### src/rtl/mc_pkg.sv
// Shared types and encodings for the multicycle ARM main controller FSM.
package mc_pkg;

    typedef enum logic [3:0] {
        S_FETCH  = 4'd0,
        S_DECODE = 4'd1,
        S_MEMADR = 4'd2,
        S_MEMRD  = 4'd3,
        S_MEMWB  = 4'd4,
        S_MEMWR  = 4'd5,
        S_EXECR  = 4'd6,
        S_EXECI  = 4'd7,
        S_ALUWB  = 4'd8,
        S_BRANCH = 4'd9,
        S_EXECM  = 4'd10
    } state_t;

    localparam logic [1:0] SRCB_RD2      = 2'b00;
    localparam logic [1:0] SRCB_IMM      = 2'b01;
    localparam logic [1:0] SRCB_FOUR     = 2'b10;
    localparam logic [1:0] RES_ALUOUT    = 2'b00;
    localparam logic [1:0] RES_DATA      = 2'b01;
    localparam logic [1:0] RES_ALURESULT = 2'b10;
    localparam logic [3:0] MUL_PATTERN   = 4'b1001;

    // fetch marks the state whose IRWrite/NextPC follow MemReady
    typedef struct packed {
        logic       fetch;
        logic       adr_src;
        logic       alu_src_a;
        logic [1:0] alu_src_b;
        logic [1:0] result_src;
        logic       alu_op;
        logic       reg_w;
        logic       mem_w;
        logic       branch;
        logic       mul_busy;
    } ctrl_t;

    function automatic ctrl_t state_ctrl(input state_t s);
        ctrl_t c;
        c = '0;
        case (s)
            S_FETCH: begin
                c.fetch      = 1'b1;
                c.alu_src_a  = 1'b1;
                c.alu_src_b  = SRCB_FOUR;
                c.result_src = RES_ALURESULT;
            end
            S_DECODE: begin
                c.alu_src_a  = 1'b1;
                c.alu_src_b  = SRCB_FOUR;
                c.result_src = RES_ALURESULT;
            end
            S_MEMADR: c.alu_src_b = SRCB_IMM;
            S_MEMRD:  c.adr_src   = 1'b1;
            S_MEMWB: begin
                c.result_src = RES_DATA;
                c.reg_w      = 1'b1;
            end
            S_MEMWR: begin
                c.adr_src = 1'b1;
                c.mem_w   = 1'b1;
            end
            S_EXECR: begin
                c.alu_src_b = SRCB_RD2;
                c.alu_op    = 1'b1;
            end
            S_EXECI: begin
                c.alu_src_b = SRCB_IMM;
                c.alu_op    = 1'b1;
            end
            S_ALUWB: begin
                c.result_src = RES_ALUOUT;
                c.reg_w      = 1'b1;
            end
            S_BRANCH: begin
                c.alu_src_b  = SRCB_IMM;
                c.result_src = RES_ALURESULT;
                c.branch     = 1'b1;
            end
            S_EXECM:  c.mul_busy = 1'b1;
            default:  c = '0;
        endcase
        return c;
    endfunction

endpackage

### src/rtl/mc_mainfsm_if.sv
// Instruction fields, memory handshake and control strobes between main FSM and datapath.
interface mc_mainfsm_if;
    logic [1:0] Op;
    logic [5:0] Funct;
    logic [3:0] MulOp;
    logic       MemReady;
    logic       IRWrite;
    logic       NextPC;
    logic       AdrSrc;
    logic       ALUSrcA;
    logic [1:0] ALUSrcB;
    logic [1:0] ResultSrc;
    logic       ALUOp;
    logic       RegW;
    logic       MemW;
    logic       Branch;
    logic       MulSel;
    logic       MulBusy;
    logic       IllegalOp;
    logic [3:0] State;

    modport master (
        input  Op, Funct, MulOp, MemReady,
        output IRWrite, NextPC, AdrSrc, ALUSrcA, ALUSrcB, ResultSrc, ALUOp,
               RegW, MemW, Branch, MulSel, MulBusy, IllegalOp, State
    );

    modport slave (
        output Op, Funct, MulOp, MemReady,
        input  IRWrite, NextPC, AdrSrc, ALUSrcA, ALUSrcB, ResultSrc, ALUOp,
               RegW, MemW, Branch, MulSel, MulBusy, IllegalOp, State
    );
endinterface

### src/rtl/mc_mul_counter.sv
// Iteration counter for the EXECM state: load, decrement to zero, zero flag.
module mc_mul_counter #(
    parameter int MUL_CYCLES = 4
) (
    input  logic clk,
    input  logic reset,
    input  logic load,
    input  logic dec,
    output logic zero
);
    localparam int CW = $clog2(MUL_CYCLES) + 1;

    logic [CW-1:0] count;

    always_ff @(posedge clk or negedge reset) begin
        if (!reset) begin
            count <= '0;
        end else if (load) begin
            count <= CW'(MUL_CYCLES - 1);
        end else if (dec && (count != '0)) begin
            count <= count - 1'b1;
        end
    end

    assign zero = (count == '0);
endmodule

### src/rtl/mc_mainfsm.sv
// Moore main FSM of the multicycle ARM controller; define MUL_EN to enable the
// multi-cycle EXECM multiply state (length MUL_CYCLES).
module mc_mainfsm
    import mc_pkg::*;
#(
    parameter int MUL_CYCLES = 4
) (
    input  logic         clk,
    input  logic         reset,
    mc_mainfsm_if.master bus
);
    state_t state;
    state_t state_nxt;
    ctrl_t  ctrl;
    logic   mul_sel_q;
    logic   illegal_q;
    logic   mul_hit;
    logic   mul_done;

    if ((MUL_CYCLES < 1) || (MUL_CYCLES > 16)) begin : g_bad_mul_cycles
        $error("mc_mainfsm: MUL_CYCLES must be in 1..16");
    end

`ifdef MUL_EN
    assign mul_hit = (bus.Funct[5:1] == 5'b00000) && (bus.MulOp == MUL_PATTERN);

    mc_mul_counter #(
        .MUL_CYCLES(MUL_CYCLES)
    ) u_mul_counter (
        .clk  (clk),
        .reset(reset),
        .load ((state == S_DECODE) && (state_nxt == S_EXECM)),
        .dec  (state == S_EXECM),
        .zero (mul_done)
    );
`else
    assign mul_hit  = 1'b0;
    assign mul_done = 1'b1;
`endif

    always_comb begin
        state_nxt = state;
        case (state)
            S_FETCH:  if (bus.MemReady) state_nxt = S_DECODE;
            S_DECODE: begin
                case (bus.Op)
                    2'b01:   state_nxt = S_MEMADR;
                    2'b10:   state_nxt = S_BRANCH;
                    2'b11:   state_nxt = S_FETCH;
                    default: begin
                        if (bus.Funct[5])  state_nxt = S_EXECI;
                        else if (mul_hit)  state_nxt = S_EXECM;
                        else               state_nxt = S_EXECR;
                    end
                endcase
            end
            S_MEMADR: state_nxt = bus.Funct[0] ? S_MEMRD : S_MEMWR;
            S_MEMRD:  if (bus.MemReady) state_nxt = S_MEMWB;
            S_MEMWB:  state_nxt = S_FETCH;
            S_MEMWR:  if (bus.MemReady) state_nxt = S_FETCH;
            // compare-class ops only set flags, so they skip the writeback
            S_EXECR, S_EXECI: state_nxt = (bus.Funct[4:3] == 2'b10) ? S_FETCH : S_ALUWB;
            S_ALUWB:  state_nxt = S_FETCH;
            S_BRANCH: state_nxt = S_FETCH;
            S_EXECM:  if (mul_done) state_nxt = S_ALUWB;
            default:  state_nxt = S_FETCH;
        endcase
    end

    // Outputs are registered from the next state so they line up with State.
    always_ff @(posedge clk or negedge reset) begin
        if (!reset) begin
            state     <= S_FETCH;
            ctrl      <= state_ctrl(S_FETCH);
            mul_sel_q <= 1'b0;
            illegal_q <= 1'b0;
        end else begin
            state     <= state_nxt;
            ctrl      <= state_ctrl(state_nxt);
            mul_sel_q <= (state_nxt == S_EXECM) ||
                         ((state_nxt == S_ALUWB) && (state == S_EXECM));
            illegal_q <= (state == S_DECODE) && (bus.Op == 2'b11);
        end
    end

    // reset gates the fetch strobes so nothing is loaded while held in reset
    assign bus.IRWrite   = ctrl.fetch & bus.MemReady & reset;
    assign bus.NextPC    = ctrl.fetch & bus.MemReady & reset;
    assign bus.AdrSrc    = ctrl.adr_src;
    assign bus.ALUSrcA   = ctrl.alu_src_a;
    assign bus.ALUSrcB   = ctrl.alu_src_b;
    assign bus.ResultSrc = ctrl.result_src;
    assign bus.ALUOp     = ctrl.alu_op;
    assign bus.RegW      = ctrl.reg_w;
    assign bus.MemW      = ctrl.mem_w;
    assign bus.Branch    = ctrl.branch;
    assign bus.MulBusy   = ctrl.mul_busy;
    assign bus.MulSel    = mul_sel_q;
    assign bus.IllegalOp = illegal_q;
    assign bus.State     = state;
endmodule
### src/flat_wrapper.sv
// flat-port wrapper written by rule: the top's interface ports become plain ports
module mc_mainfsm_flat import mc_pkg::*;
#(
    parameter int MUL_CYCLES = 4
)
  (clk, reset, bus_Op, bus_Funct, bus_MulOp, bus_MemReady, bus_IRWrite, bus_NextPC, bus_AdrSrc, bus_ALUSrcA, bus_ALUSrcB, bus_ResultSrc, bus_ALUOp, bus_RegW, bus_MemW, bus_Branch, bus_MulSel, bus_MulBusy, bus_IllegalOp, bus_State);
  mc_mainfsm_if bus_i ();
  input  logic clk;
  input  logic reset;
  input wire logic [$bits(bus_i.Op)-1:0] bus_Op;
  input wire logic [$bits(bus_i.Funct)-1:0] bus_Funct;
  input wire logic [$bits(bus_i.MulOp)-1:0] bus_MulOp;
  input wire logic [$bits(bus_i.MemReady)-1:0] bus_MemReady;
  output wire logic [$bits(bus_i.IRWrite)-1:0] bus_IRWrite;
  output wire logic [$bits(bus_i.NextPC)-1:0] bus_NextPC;
  output wire logic [$bits(bus_i.AdrSrc)-1:0] bus_AdrSrc;
  output wire logic [$bits(bus_i.ALUSrcA)-1:0] bus_ALUSrcA;
  output wire logic [$bits(bus_i.ALUSrcB)-1:0] bus_ALUSrcB;
  output wire logic [$bits(bus_i.ResultSrc)-1:0] bus_ResultSrc;
  output wire logic [$bits(bus_i.ALUOp)-1:0] bus_ALUOp;
  output wire logic [$bits(bus_i.RegW)-1:0] bus_RegW;
  output wire logic [$bits(bus_i.MemW)-1:0] bus_MemW;
  output wire logic [$bits(bus_i.Branch)-1:0] bus_Branch;
  output wire logic [$bits(bus_i.MulSel)-1:0] bus_MulSel;
  output wire logic [$bits(bus_i.MulBusy)-1:0] bus_MulBusy;
  output wire logic [$bits(bus_i.IllegalOp)-1:0] bus_IllegalOp;
  output wire logic [$bits(bus_i.State)-1:0] bus_State;
  assign bus_i.Op = bus_Op;
  assign bus_i.Funct = bus_Funct;
  assign bus_i.MulOp = bus_MulOp;
  assign bus_i.MemReady = bus_MemReady;
  assign bus_IRWrite = bus_i.IRWrite;
  assign bus_NextPC = bus_i.NextPC;
  assign bus_AdrSrc = bus_i.AdrSrc;
  assign bus_ALUSrcA = bus_i.ALUSrcA;
  assign bus_ALUSrcB = bus_i.ALUSrcB;
  assign bus_ResultSrc = bus_i.ResultSrc;
  assign bus_ALUOp = bus_i.ALUOp;
  assign bus_RegW = bus_i.RegW;
  assign bus_MemW = bus_i.MemW;
  assign bus_Branch = bus_i.Branch;
  assign bus_MulSel = bus_i.MulSel;
  assign bus_MulBusy = bus_i.MulBusy;
  assign bus_IllegalOp = bus_i.IllegalOp;
  assign bus_State = bus_i.State;
  mc_mainfsm #(.MUL_CYCLES(MUL_CYCLES)) u_core (.clk(clk), .reset(reset), .bus(bus_i));
endmodule
### config.mk
export PLATFORM = sky130hd
export DESIGN_NAME = mc_mainfsm_flat
export DESIGN_NICKNAME = d
export VERILOG_FILES = /design/src/rtl/mc_pkg.sv /design/src/rtl/mc_mainfsm_if.sv /design/src/rtl/mc_mul_counter.sv /design/src/rtl/mc_mainfsm.sv /design/src/flat_wrapper.sv
export SDC_FILE = /design/constraint.sdc
export NUM_CORES = 1
export LEC_CHECK = 0
export ABC_AREA = 1
export BUFFER_PORTS_ARGS = -buffer_cell sky130_fd_sc_hd__buf_2
export CAP_MARGIN = 40
export CORE_UTILIZATION = 49
export CTS_CLUSTER_SIZE = 14
export DETAILED_ROUTE_END_ITERATION = 10
export GPL_ROUTABILITY_DRIVEN = 1
export PLACE_DENSITY = 0.81
export SETUP_SLACK_MARGIN = 0.05
export SLEW_MARGIN = 20
export SYNTH_ARGS = -nofsm -noshare
export SYNTH_HDL_FRONTEND = slang
export SYNTH_HIERARCHICAL = 1
export SYNTH_SLANG_ARGS = --single-unit
### constraint.sdc
create_clock -name clk -period 1.9 [get_ports clk]
set_input_delay 0.285 -clock clk [delete_from_list [all_inputs] [get_ports clk]]
set_output_delay 0.285 -clock clk [all_outputs]
set_load 0.05 [all_outputs]
## Word level (Yosys, flattened, before mapping)

Cells that the tools add are included.

| word-level totals | value |
|---|---|
| bits in registers | 18 |
| latch bits | 0 |
| bits in writable memories | 0 |
| ROM bits | 0 |
| bits of input ports | 15 |
| output and inout port bits | 19 |
| logic and storage cells | 66 |
| memories | 0 |

| cells by class | value |
|---|---|
| $add $sub $neg | 0 |
| $mul | 0 |
| divide/modulo/power cells | 0 |
| order comparisons | 0 |
| equality and inequality tests | 21 |
| shift operators | 0 |
| multiplexer cells | 18 |
| bitwise logic cells | 2 |
| reductions and logical operators | 12 |

Operators by type and width:

| kind | count |
|---|---|
| equality test 4 x 3 -> 1 bit (second input constant) | 7 |
| case mux 4 bit (7 select lines) | 1 |
| equality test 4 x 2 -> 1 bit (second input constant) | 4 |
| equality test 4 bit (second input constant) | 4 |
| two-way mux 4 bit | 4 |
| case mux 4 bit (3 select lines) | 1 |
| OR reduction 2 bit | 5 |
| two-way mux 1 bit | 9 |
| equality test 4 x 1 -> 1 bit (second input constant) | 2 |
| zero test 4 bit | 2 |
| case mux 2 bit (2 select lines) | 2 |
| equality test 2 bit (second input constant) | 3 |
| OR reduction 3 bit | 2 |
| two-way mux 3 bit | 1 |
| AND 1 bit | 2 |
| equality test 2 x 1 -> 1 bit (second input constant) | 1 |
| logical AND 1 bit | 2 |
| logical OR 1 bit | 1 |

## Logic depth before layout (Yosys ltp)

Gate-level depths: netlist (run 1).

| logic depth | value |
|---|---|
| word-level depth | 6 |
| gate-level depth with buffers | 8 |
| depth with buffers taken out | 8 |

## Worst setup path before layout (run 1)

No wires, ideal clock.

| timing path | value |
|---|---|
| path type | reg-to-output |
| start | register u_core/ctrl[11] (netlist bit) |
| end | output port bus_NextPC |
| arrival | 1.249 ns |
| required time | 1.615 ns |
| setup slack | 0.366 ns |
| cell stages (with the launch flop) | 3 |
| path buffers | 1 |
| cells stage by stage | dfstp_2 and3_1 buf_4 |

| between the ends | value |
|---|---|
| longest elaborated chain between the ends | 2 |

Ends and longest elaborated chain:

| what | RTL line | text |
|---|---|---|
| from (decl) | mc_mainfsm.sv:14 | `ctrl_t ctrl;` |
| from (signal assigned) | mc_mainfsm.sv:74 | `ctrl <= state_ctrl(S_FETCH);` |
| from (signal assigned) | mc_mainfsm.sv:79 | `ctrl <= state_ctrl(state_nxt);` |
| AND 1 bit (2 in a row) | -- |  |
| to (decl) | flat_wrapper.sv:15 | `output wire logic [$bits(bus_i.NextPC)-1:0] bus_NextPC;` |

No other way between the ends.

## Worst setup path after layout (run 1)

| timing path | value |
|---|---|
| start | input port reset |
| end | output port bus_NextPC |

| between the ends | value |
|---|---|
| longest elaborated chain between the ends | 1 |

Ends and longest elaborated chain:

| what | RTL line | text |
|---|---|---|
| from (decl) | flat_wrapper.sv:9 | `input logic reset;` |
| AND 1 bit | mc_mainfsm.sv:88 | `assign bus.NextPC = ctrl.fetch & bus.MemReady & reset;` |

No other way between the ends.

==> run_results.csv, run 1 <==
group,metric,value,unit
run_status,status,"completed",
placed_design,place.gp.congestion,0.832,
die,io_pins,34,
clock_tree,clk_pin_slew,0.09,ns
drt,wl_per_cell,10.5,µm
synthesis,synth_common_cells,"dfrtp_1 (14), inv_1 (14), nand2_1 (12), nand3_1 (7)",
placed_design,port_buffers,27,
sta,fmax,624,MHz
global_routing,grt_max_degree,18,
sta,finalHoldViolations,0,
global_routing,first_global_vias,550,
drt,vias,612,
power_and_ir_drop,powerDensity,1650,nW/µm²
clock_tree,clk_latency,0.28,ns
setup_path,crit_type,"in2out",
synthesis,syn-cell-area,806,µm²
synthesis,synth_cell_type_count,21,
sta,setup_viol,0,
sta,setup_tns,0,ns
synthesis,ys_dominant_reg_cell,"dfrtp_1",
setup_path,rrSetupSlack,0.63,ns
drt,antenna_left,0,
synthesis,yosys-top-cells-area,"dfrtp_1 (43%), dfstp_2 (9.8%), inv_1 (6.5%), nand2_1 (5.6%), nand3_2 (5.0%)",
power_and_ir_drop,switchingPower,829,µW
layout,stdcell_area,968,µm²
global_routing,antenna_found_initial,0,
synthesis,synthArstFlopShare,100,%
drt,met3_length,91,µm
drt,avgViaCountPerCell,4.74,
layout,nNetsFinal,129,
synthesis,seq_area_frac_synth,53.3,%
drt,drtPass1Iterations,4,
layout,syn_to_final_growth,20.2,%
setup_path,critPathMaxFanout,2,
flow_run,maxCapViolCount,0,
die,initial_core_util,52.9,%
drt,wl,1350,µm
synthesis,synth_top_area_cell,"dfrtp_1",
sta,post-route-min-period,1.60,ns
synthesis,synth_area_per_cell,9.48,µm²
clock_tree,cts_tree,"built",
setup_path,crit_required,1.62,ns
drt,drtIter0Drc,9,
setup_path,start_kind,"primary input",
synthesis,postSynthCellCount,85,
clock_tree,numCtsBuffers,3,
drt,top_layer,"met4",
die,die_area,1810,µm²
global_routing,grt.total_usage,16.8,%
hold_path,hp-class,"in2reg",
setup_path,cp-end-kind,"output port",
power_and_ir_drop,p_seq_share,33.9,%
sta,drv_slew,0,
power_and_ir_drop,clkPwrFrac,11.7,%
drt,drc,0,
placed_design,dpl-instance-area,931,µm²
power_and_ir_drop,p_leak,0.000625,µW
layout,n_antenna_cell,0,
placed_design,hpwl,1060,µm
sta,rsz0062_at_grt,"false",
clock_tree,clock_path_buffers,2,
clock_tree,h-tree-depth,1,
synthesis,ys_ff_latch,17,
layout,utilization,63.5,%
die,die_h,42.6,µm
power_and_ir_drop,power,1600,µW
global_routing,grt_pass1_wl,2270,µm
sta,fin_worst_skew,0.000946,ns
layout,drive_gt1_share,48.7,%
synthesis,synth_top_area_share,43.5,%
drt,dr_wl_met2,684,µm
power_and_ir_drop,intPower,772,µW
clock_tree,clkSinkCount,17,
die,rows,14,
power_and_ir_drop,pwr-share-comb,54.5,%
power_and_ir_drop,ir_drop,0.00104,V
sta,fin_crit_sh,84.3,%
synthesis,ys_warn_count,6,
setup_path,cp_data_arrival_time,1.32,ns
global_routing,grt.overflow.total,0,
die,dieWidth,42.6,µm
clock_tree,cts-root-buf,"clkbuf_4",
power_and_ir_drop,p_sw_share,51.8,%
drt,wl_met1,566,µm
die,core_area,1520,µm²
synthesis,synth_edf_count,0,
synthesis,syn-num-nets,100,
[state kept, by name, summed over array words and instances, names as in the netlist]
signal and count:
u_core/bus.ALUOp 1, u_core/bus.ALUSrcA 1, u_core/bus.ALUSrcB 1, u_core/bus.AdrSrc 1, u_core/bus.Branch 1, u_core/bus.IllegalOp 1
u_core/bus.MemW 1, u_core/bus.MulBusy 1, u_core/bus.MulSel 1, u_core/bus.RegW 1, u_core/bus.ResultSrc 2, u_core/bus.State 4
u_core/ctrl 1
[routing by layer]
| layer | track usage (%) | vias to the layer above |
|---|---|---|
| li1 | - | 309 |
| met1 | 21.0 | 276 |
| met2 | 27.7 | 25 |
| met3 | 3.88 | 2 |
| met4 | 7.50 | 0 |
| met5 | 0 | - |
[layout make-up]
| class | count | area (µm²) |
|---|---|---|
| inverter | 17 | 63.8 |
| timing repair buffer | 29 | 153 |
| fill | 123 | 556 |
| clock inverter | 1 | 5.00 |
| sequential | 17 | 429 |
| multi-input combinational | 46 | 275 |
| tap | 16 | 20.0 |
| clock buffer | 3 | 22.5 |
[metrics by stage]
step                      hold slack, ns  cells  setup WS, ns
after floorplan                  -0.0106     85         0.366
after global placement             0.253    124         0.666
after detailed placement           0.255    124         0.660
after CTS                          0.256    129         0.285
after global routing               0.272    129         0.234
final                              0.269    129         0.298
[layout by cell type (no fill, tap or decap), drive strengths merged]
master	count
and3	1
buf	28
clkbuf	3
clkinv	1
conb	1
dfrtp	14
dfstp	3
dlygate4sd3	1
inv	17
nand2	16
nand3	11
nand4	1
nor2	11
nor3	2
o21a	1
o21bai	1
o22ai	1
[critical path: stages]
cell,delay (ns)
dlygate4sd3_1,0.52
buf_2,0.10
and3_1,0.16
buf_2,0.26
[cell families (layout without fill, tap and decap cells)]
| family | Yosys count | in the layout | synth area share [%] |
|---|---|---|---|
| other cells | 1 | 1 | 0.465 |
| simple gates | 42 | 42 | 30.6 |
| buf+inv | 22 | 50 | 12.6 |
| compound gates | 3 | 3 | 3.11 |
| flops | 17 | 17 | 53.3 |
[power by group through the flow]
stage	Combinational (µW)	Clock (µW)	Sequential (µW)
2_1_floorplan	493	0	797
3_3_place_gp	861	0	549
3_5_place_dp	874	0	549
4_1_cts	877	198	542
5_1_grt	927	211	555
6_report	872	187	542
[final timing paths]
path | start | to | cells after the start
min | bus_Op[1] | u_core/bus.IllegalOp | 3
min reg2reg | u_core/bus.State[2] | u_core/bus.Branch | 3
max reg2reg | u_core/bus.State[1] | u_core/bus.ALUSrcB[0] | 7
max in group asynchronous | reset | u_core/bus.ResultSrc[1] | 3
min in group asynchronous | reset | u_core/bus.RegW | 3
max | reset | bus_NextPC | 4
[what timing repair did]
item                                    in CTS  in global routing
gates resized for setup                      0                  0
endpoints found under the hold margin       14                  0
setup buffers                                0                  0
hold buffers                                 1                  0
endpoints found under the setup margin       0                  0
(Power assumes the default switching activity.)
==> inputs of run 2 (changes only) <==
--- a/config.mk
+++ b/config.mk
@@ -5,14 +5,14 @@
 export SDC_FILE = /design/constraint.sdc
 export NUM_CORES = 1
 export LEC_CHECK = 0
-export ABC_AREA = 1
+export ABC_AREA = 0
 export BUFFER_PORTS_ARGS = -buffer_cell sky130_fd_sc_hd__buf_2
 export CAP_MARGIN = 40
-export CORE_UTILIZATION = 49
+export CORE_UTILIZATION = 45
 export CTS_CLUSTER_SIZE = 14
 export DETAILED_ROUTE_END_ITERATION = 10
 export GPL_ROUTABILITY_DRIVEN = 1
-export PLACE_DENSITY = 0.81
+export PLACE_DENSITY = 0.75
 export SETUP_SLACK_MARGIN = 0.05
 export SLEW_MARGIN = 20
 export SYNTH_ARGS = -nofsm -noshare
==> constraint.sdc (replaced) <==
create_clock -name clk -period 1.65 [get_ports clk]
set_input_delay 0.2475 -clock clk [delete_from_list [all_inputs] [get_ports clk]]
set_output_delay 0.2475 -clock clk [all_outputs]
set_load 0.05 [all_outputs]
==> run 2 against run 1 <==
  * The flow now finishes with violations (DRC)
  * Critical path depth rose by 1
  * Clock power rose by 17%
  * First-iteration DRC count rose by 78%
  * Worst hold slack got worse by 0.078 ns
  * Critical endpoint is now u_core/bus.MemW
  * Largest cell class unchanged
==> run_results.csv, run 2 <==
group,metric,value,unit
drt,wl,1700,µm
global_routing,met1_usage,25.4,%
synthesis,synthArstFlopShare,100,%
global_routing,grt_util_met2,34.0,%
sta,setup_viol,0,
setup_path,rrSetupSlack,0.09,ns
layout,nFillCells,139,
layout,stdcell_area,1030,µm²
synthesis,synth_area_per_cell,10.8,µm²
sta,fin_crit_sh,94.4,%
placed_design,port_buffers,27,
die,dieWidth,43.8,µm
clock_tree,clk_pin_slew,0.10,ns
clock_tree,h-tree-depth,1,
synthesis,seq_area_frac_synth,54.6,%
sta,fmax,642,MHz
synthesis,ys_dominant_reg_cell,"dfrtp_1",
drt,drtPass1Iterations,7,
global_routing,busiest_layer,"met2",
setup_path,start_kind,"flip-flop",
placed_design,place.gp.congestion,0.806,
global_routing,first_global_vias,642,
synthesis,syn-num-nets,88,
synthesis,postSynthCellCount,73,
die,core_area,1580,µm²
power_and_ir_drop,p_leak,0.000521,µW
clock_tree,clock_path_buffers,2,
setup_path,crit_type,"reg2reg",
layout,nNetsFinal,120,
drt,drc,2,
die,initial_core_util,49.8,%
layout,final-seq-area,434,µm²
global_routing,grt_pass1_wl,2780,µm
setup_path,critPathMaxStageDelay,0.42,ns
sta,rsz0062_at_grt,"true",
layout,drive_gt1_share,53.8,%
die,io_pins,34,
drt,wl_per_cell,14.2,µm
placed_design,dpl-instance-area,937,µm²
run_status,failed_checks,"DRC",
clock_tree,clk_latency,0.29,ns
drt,antenna_left,0,
synthesis,ys_warn_count,6,
global_routing,grt.overflow.total,0,
run_status,status,"finished, violations left",
synthesis,ys_ff_latch,17,
flow_run,maxCapViolCount,0,
drt,vias,648,
synthesis,synth_top_area_share,44.6,%
layout,n_antenna_cell,0,
layout,syn_to_final_growth,31.2,%
die,die_h,43.8,µm
synthesis,synth_cell_type_count,27,
synthesis,synth_common_cells,"dfrtp_1 (14), nor2_1 (7), buf_4 (5), or2_1 (5)",
power_and_ir_drop,powerDensity,1950,nW/µm²
hold_path,hp-class,"in2reg",
layout,layout_common_cells,"buf_2 (27), dfrtp_1 (10), nor2_1 (7)",
layout,multi_input_area,344,µm²
layout,largest_reg_flops,4,
layout,final_common_cell,"buf_2",
setup_path,cp-end-kind,"flip-flop",
clock_tree,clkSinkCount,17,
synthesis,synth.most_common_cell,"dfrtp_1",
die,die_area,1920,µm²
synthesis,synth_edf_count,0,
global_routing,grt.total_usage,20.4,%
setup_path,cpMaxStageDelayCell,"dfrtp_2",
power_and_ir_drop,power,2020,µW
synthesis,yosys-top-cells-area,"dfrtp_1 (45%), dfstp_2 (10%), buf_4 (4.8%), or2_1 (4.0%), nor3_2 (3.8%)",
setup_path,cp_data_arrival_time,1.79,ns
clock_tree,cts_tree,"built",
setup_path,crit_required,1.88,ns
sta,timing.hold.ws,0.191,ns
setup_path,critPathMaxFanout,8,
clock_tree,numCtsBuffers,3,
die,rows,14,
drt,avgViaCountPerCell,5.40,
sta,finalHoldViolations,0,
setup_path,path_cells,"buf_4 > or3b_1 > a31oi_4 > or3_4 > and2_1",
clock_tree,cts-root-buf,"clkbuf_4",
global_routing,grt_max_degree,18,
power_and_ir_drop,ir_drop,0.000982,V
global_routing,grt_use_met3,2.92,%
global_routing,antenna_found_initial,0,
drt,drtIter0Drc,16,
sta,fin_worst_skew,0.00194,ns
sta,post-route-min-period,1.56,ns
synthesis,syn-cell-area,786,µm²
layout,utilization,65.4,%
placed_design,hpwl,1240,µm
synthesis,synth_top_area_cell,"dfrtp_1",
sta,drv_slew,0,
run 2: cell families after synthesis:
| kind of cell | Yosys count | share of synthesized area [%] |
|---|---|---|
| AOI/OAI and AO/OA | 10 | 8.28 |
| buffers and inverters | 11 | 8.76 |
| DFF | 17 | 54.6 |
| other | 1 | 0.477 |
| and+or+nand+nor | 34 | 27.9 |
run 2: report_power, final:
part,internal (µW),switching (µW)
Combinational,364,800
Sequential,566,67.1
Clock,90.0,128
Total,1020,995
run 2: layer usage:
layer | part of all wire [%] | vias to the layer above | wire, µm
li1 | - | 304 | -
met1 | 43 | 308 | 735
met2 | 50 | 32 | 853
met3 | 5.7 | 4 | 97
met4 | 0.82 | 0 | 14
met5 | 0 | - | 0
run 2: worst paths after layout:
| path | start | endpoint | cells after the start |
|---|---|---|---|
| setup / recovery | u_core/bus.State[2] | u_core/bus.MemW | 5 |
| hold / removal | bus_Op[1] | u_core/bus.ALUOp | 2 |
| setup reg to reg | u_core/bus.State[2] | u_core/bus.MemW | 5 |
| hold reg to reg | u_core/bus.State[3] | u_core/bus.ALUOp | 2 |
| max in group asynchronous | reset | u_core/bus.ResultSrc[1] | 3 |
| min in group asynchronous | reset | u_core/bus.AdrSrc | 3 |
run 2: layout make-up:
| class | count | area share (%) |
|---|---|---|
| Clock buffer | 3 | 2.18 |
| Clock inverter | 1 | 0.485 |
| Inverter | 4 | 1.46 |
| Multi-Input combinational cell | 45 | 33.4 |
| Sequential cell | 17 | 42.1 |
| Tap cell | 16 | 1.94 |
| Timing Repair Buffer | 34 | 18.4 |
run 2: per-stage QoR:
stage | setup TNS, ns | std cells | setup WS (ns)
2_1_floorplan | -0.0875 | 73 | -0.0544
3_3_place_gp | 0 | 115 | 0.0773
3_5_place_dp | 0 | 115 | 0.0613
4_1_cts | 0 | 120 | 0.0753
5_1_grt | 0 | 120 | 0.0326
6_report | 0 | 120 | 0.0928
run 2: critical path: cells and delay by family (launching register included):
kind                   cells  cell delay [ns]
AOI/OAI and AO/OA          1             0.23
buffers and inverters      1             0.16
DFF                        1             0.42
and+or+nand+nor            3             0.69
run 2: repair_timing:
item,CTS,global route
endpoints found under the hold margin,14,0
gates resized for setup,1,7
setup endpoints to repair,1,6
buffers inserted,0,0
hold buffers,1,0
pin swaps,0,2
==> inputs of run 3 (changes only) <==
--- a/config.mk
+++ b/config.mk
@@ -8,11 +8,12 @@
 export ABC_AREA = 0
 export BUFFER_PORTS_ARGS = -buffer_cell sky130_fd_sc_hd__buf_2
 export CAP_MARGIN = 40
-export CORE_UTILIZATION = 45
+export CORE_UTILIZATION = 48
+export CTS_BUF_LIST = sky130_fd_sc_hd__clkbuf_8
 export CTS_CLUSTER_SIZE = 14
 export DETAILED_ROUTE_END_ITERATION = 10
 export GPL_ROUTABILITY_DRIVEN = 1
-export PLACE_DENSITY = 0.75
+export PLACE_DENSITY = 0.8
 export SETUP_SLACK_MARGIN = 0.05
 export SLEW_MARGIN = 20
 export SYNTH_ARGS = -nofsm -noshare
==> run 3 against run 2 <==
  * The flow now finishes without violations
  * Sequential share of layout area down 2.2 points
  * Critical path depth unchanged
  * Final cell count up 5.0%
  * Core utilization up 6.0 points
  * Clock power up 40%
  * Register-to-register slack about the same
  * Clock skew down 0.00096 ns
  * Worst setup slack better by 0.011 ns
  * Via count up 2.9%
  * Final area up 5.6%
  * Sequential power up 0.9%
  * Routed wire length down 1.2%
==> run_results.csv, run 3 (synthesized netlist as in run 2, its figures left out) <==
group,metric,value,unit
placed_design,pre_cts_slack,0.0367,ns
hold_path,hp-class,"in2reg",
power_and_ir_drop,ir_drop,0.00119,V
layout,layout_common_cells,"buf_2 (27), buf_4 (12), dfrtp_1 (10)",
layout,nNetsFinal,126,
layout,drive_gt1_share,54.5,%
sta,rsz0062_at_grt,"false",
sta,setup_viol,0,
sta,setup_slack,0.103,ns
setup_path,critPathMaxFanout,4,
power_and_ir_drop,p_leak,0.000553,µW
placed_design,dp.cells,115,
layout,nFillCells,115,
drt,top_layer,"met4",
global_routing,first_global_vias,583,
die,dieWidth,42.5,µm
layout,largest_reg_flops,4,
sta,post-route-min-period,1.55,ns
global_routing,grt.total_usage,19.7,%
setup_path,critPathMaxStageDelay,0.43,ns
layout,multi_input_area,338,µm²
drt,avgViaCountPerCell,5.29,
clock_tree,cts_tree,"built",
die,io_pins,34,
clock_tree,cts-root-buf,"clkbuf_8",
placed_design,port_buffers,27,
setup_path,critPathBufInv,1,
clock_tree,clkSinkCount,17,
clock_tree,h-tree-depth,1,
drt,vias,667,
layout,syn_to_final_growth,38.5,%
global_routing,grt_pass1_wl,2510,µm
drt,antenna_left,0,
die,initial_core_util,51.6,%
sta,finalHoldViolations,0,
die,core_area,1520,µm²
setup_path,cpMaxStageDelayCell,"dfrtp_2",
layout,n_antenna_cell,0,
drt,dr_wl_met2,801,µm
drt,drtIter0Drc,10,
setup_path,critical-path-top-delay-family,"simple AND/OR/NAND/NOR gates",
clock_tree,numCtsBuffers,3,
sta,fmax,647,MHz
layout,final-instance-count-excl-fill,126,
global_routing,grt.overflow.total,0,
placed_design,hpwl,1070,µm
drt,wl_per_cell,13.3,µm
sta,fin_worst_skew,0.000981,ns
placed_design,place.gp.congestion,0.875,
drt,wl,1680,µm
drt,met3_length,78,µm
die,die_h,42.5,µm
layout,final-seq-area,434,µm²
global_routing,antenna_found_initial,0,
clock_tree,clk_pin_slew,0.06,ns
setup_path,path_cells,"buf_4 > or3b_4 > a31oi_4 > or3_4 > and2_1",
clock_tree,clock_path_buffers,2,
setup_path,crit_required,1.84,ns
run_status,status,"completed",
sta,drv_slew,0,
setup_path,crit_type,"reg2reg",
clock_tree,clk_latency,0.25,ns
drt,wl_met1,736,µm
global_routing,grt_max_degree,18,
setup_path,cp-end-kind,"flip-flop",
sta,timing.hold.ws,0.221,ns
power_and_ir_drop,power,2170,µW
layout,utilization,71.4,%
sta,fin_crit_sh,93.7,%
setup_path,cp_data_arrival_time,1.73,ns
layout,final_common_cell,"buf_2",
drt,drtPass1Iterations,4,
flow_run,maxCapViolCount,0,
die,die_area,1800,µm²
power_and_ir_drop,powerDensity,1990,nW/µm²
die,rows,14,
drt,drc,0,
setup_path,start_kind,"flip-flop",
[run 3: path summary, 6_finish.rpt]
path	from	to	slack [ns]	depth (start not counted)
min in group asynchronous	reset	u_core/bus.RegW	0.48	3
max reg2reg	u_core/bus.State[2]	u_core/bus.MemW	0.10	5
min reg2reg	u_core/bus.State[1]	u_core/bus.ResultSrc[0]	0.61	2
max in group asynchronous	reset	u_core/bus.ResultSrc[1]	0.92	3
max	u_core/bus.State[2]	u_core/bus.MemW	0.10	5
min	bus_Funct[5]	u_core/bus.ALUSrcB[0]	0.22	3
[run 3: timing repair]
item                       CTS  global route
hold endpoints to repair    14             0
setup endpoints to repair    1             4
buffers inserted             0             6
gates resized for setup      1             6
pin swaps                    0             4
hold buffers                 1             0
[run 3: power by group]
group / switching, µW / internal [µW]
clock network: 138 / 167
registers: 72.2 / 568
logic: 802 / 422
[run 3: worst min-delay path: cells and delay by family]
family / cells / cell delay [ns]
AO/OA/AOI/OAI: 2 / 0.10
buffers and inverters: 1 / 0.09
[run 3: metal layers]
metal	global-route usage (%)	vias to the layer above
met1	23.1	310
met3	3.88	7
li1	-	318
met2	32.3	32
met4	13.1	0
met5	0	-
[run 3: layout make-up]
class                           instances  share of cell area [%]
Tap cell                               16                    1.84
Clock inverter                          1                   0.460
Timing Repair Buffer                   40                    21.6
Sequential cell                        17                    39.9
Multi-Input combinational cell         45                    31.0
Inverter                                4                    1.38
Clock buffer                            3                    3.79
[run 3: metrics by stage]
step	cell area, µm²	TNS [ns]
floorplan	791	-0.0875
global placement	937	0
detailed placement	937	0
CTS	997	0
global route	1090	0
finish	1090	0
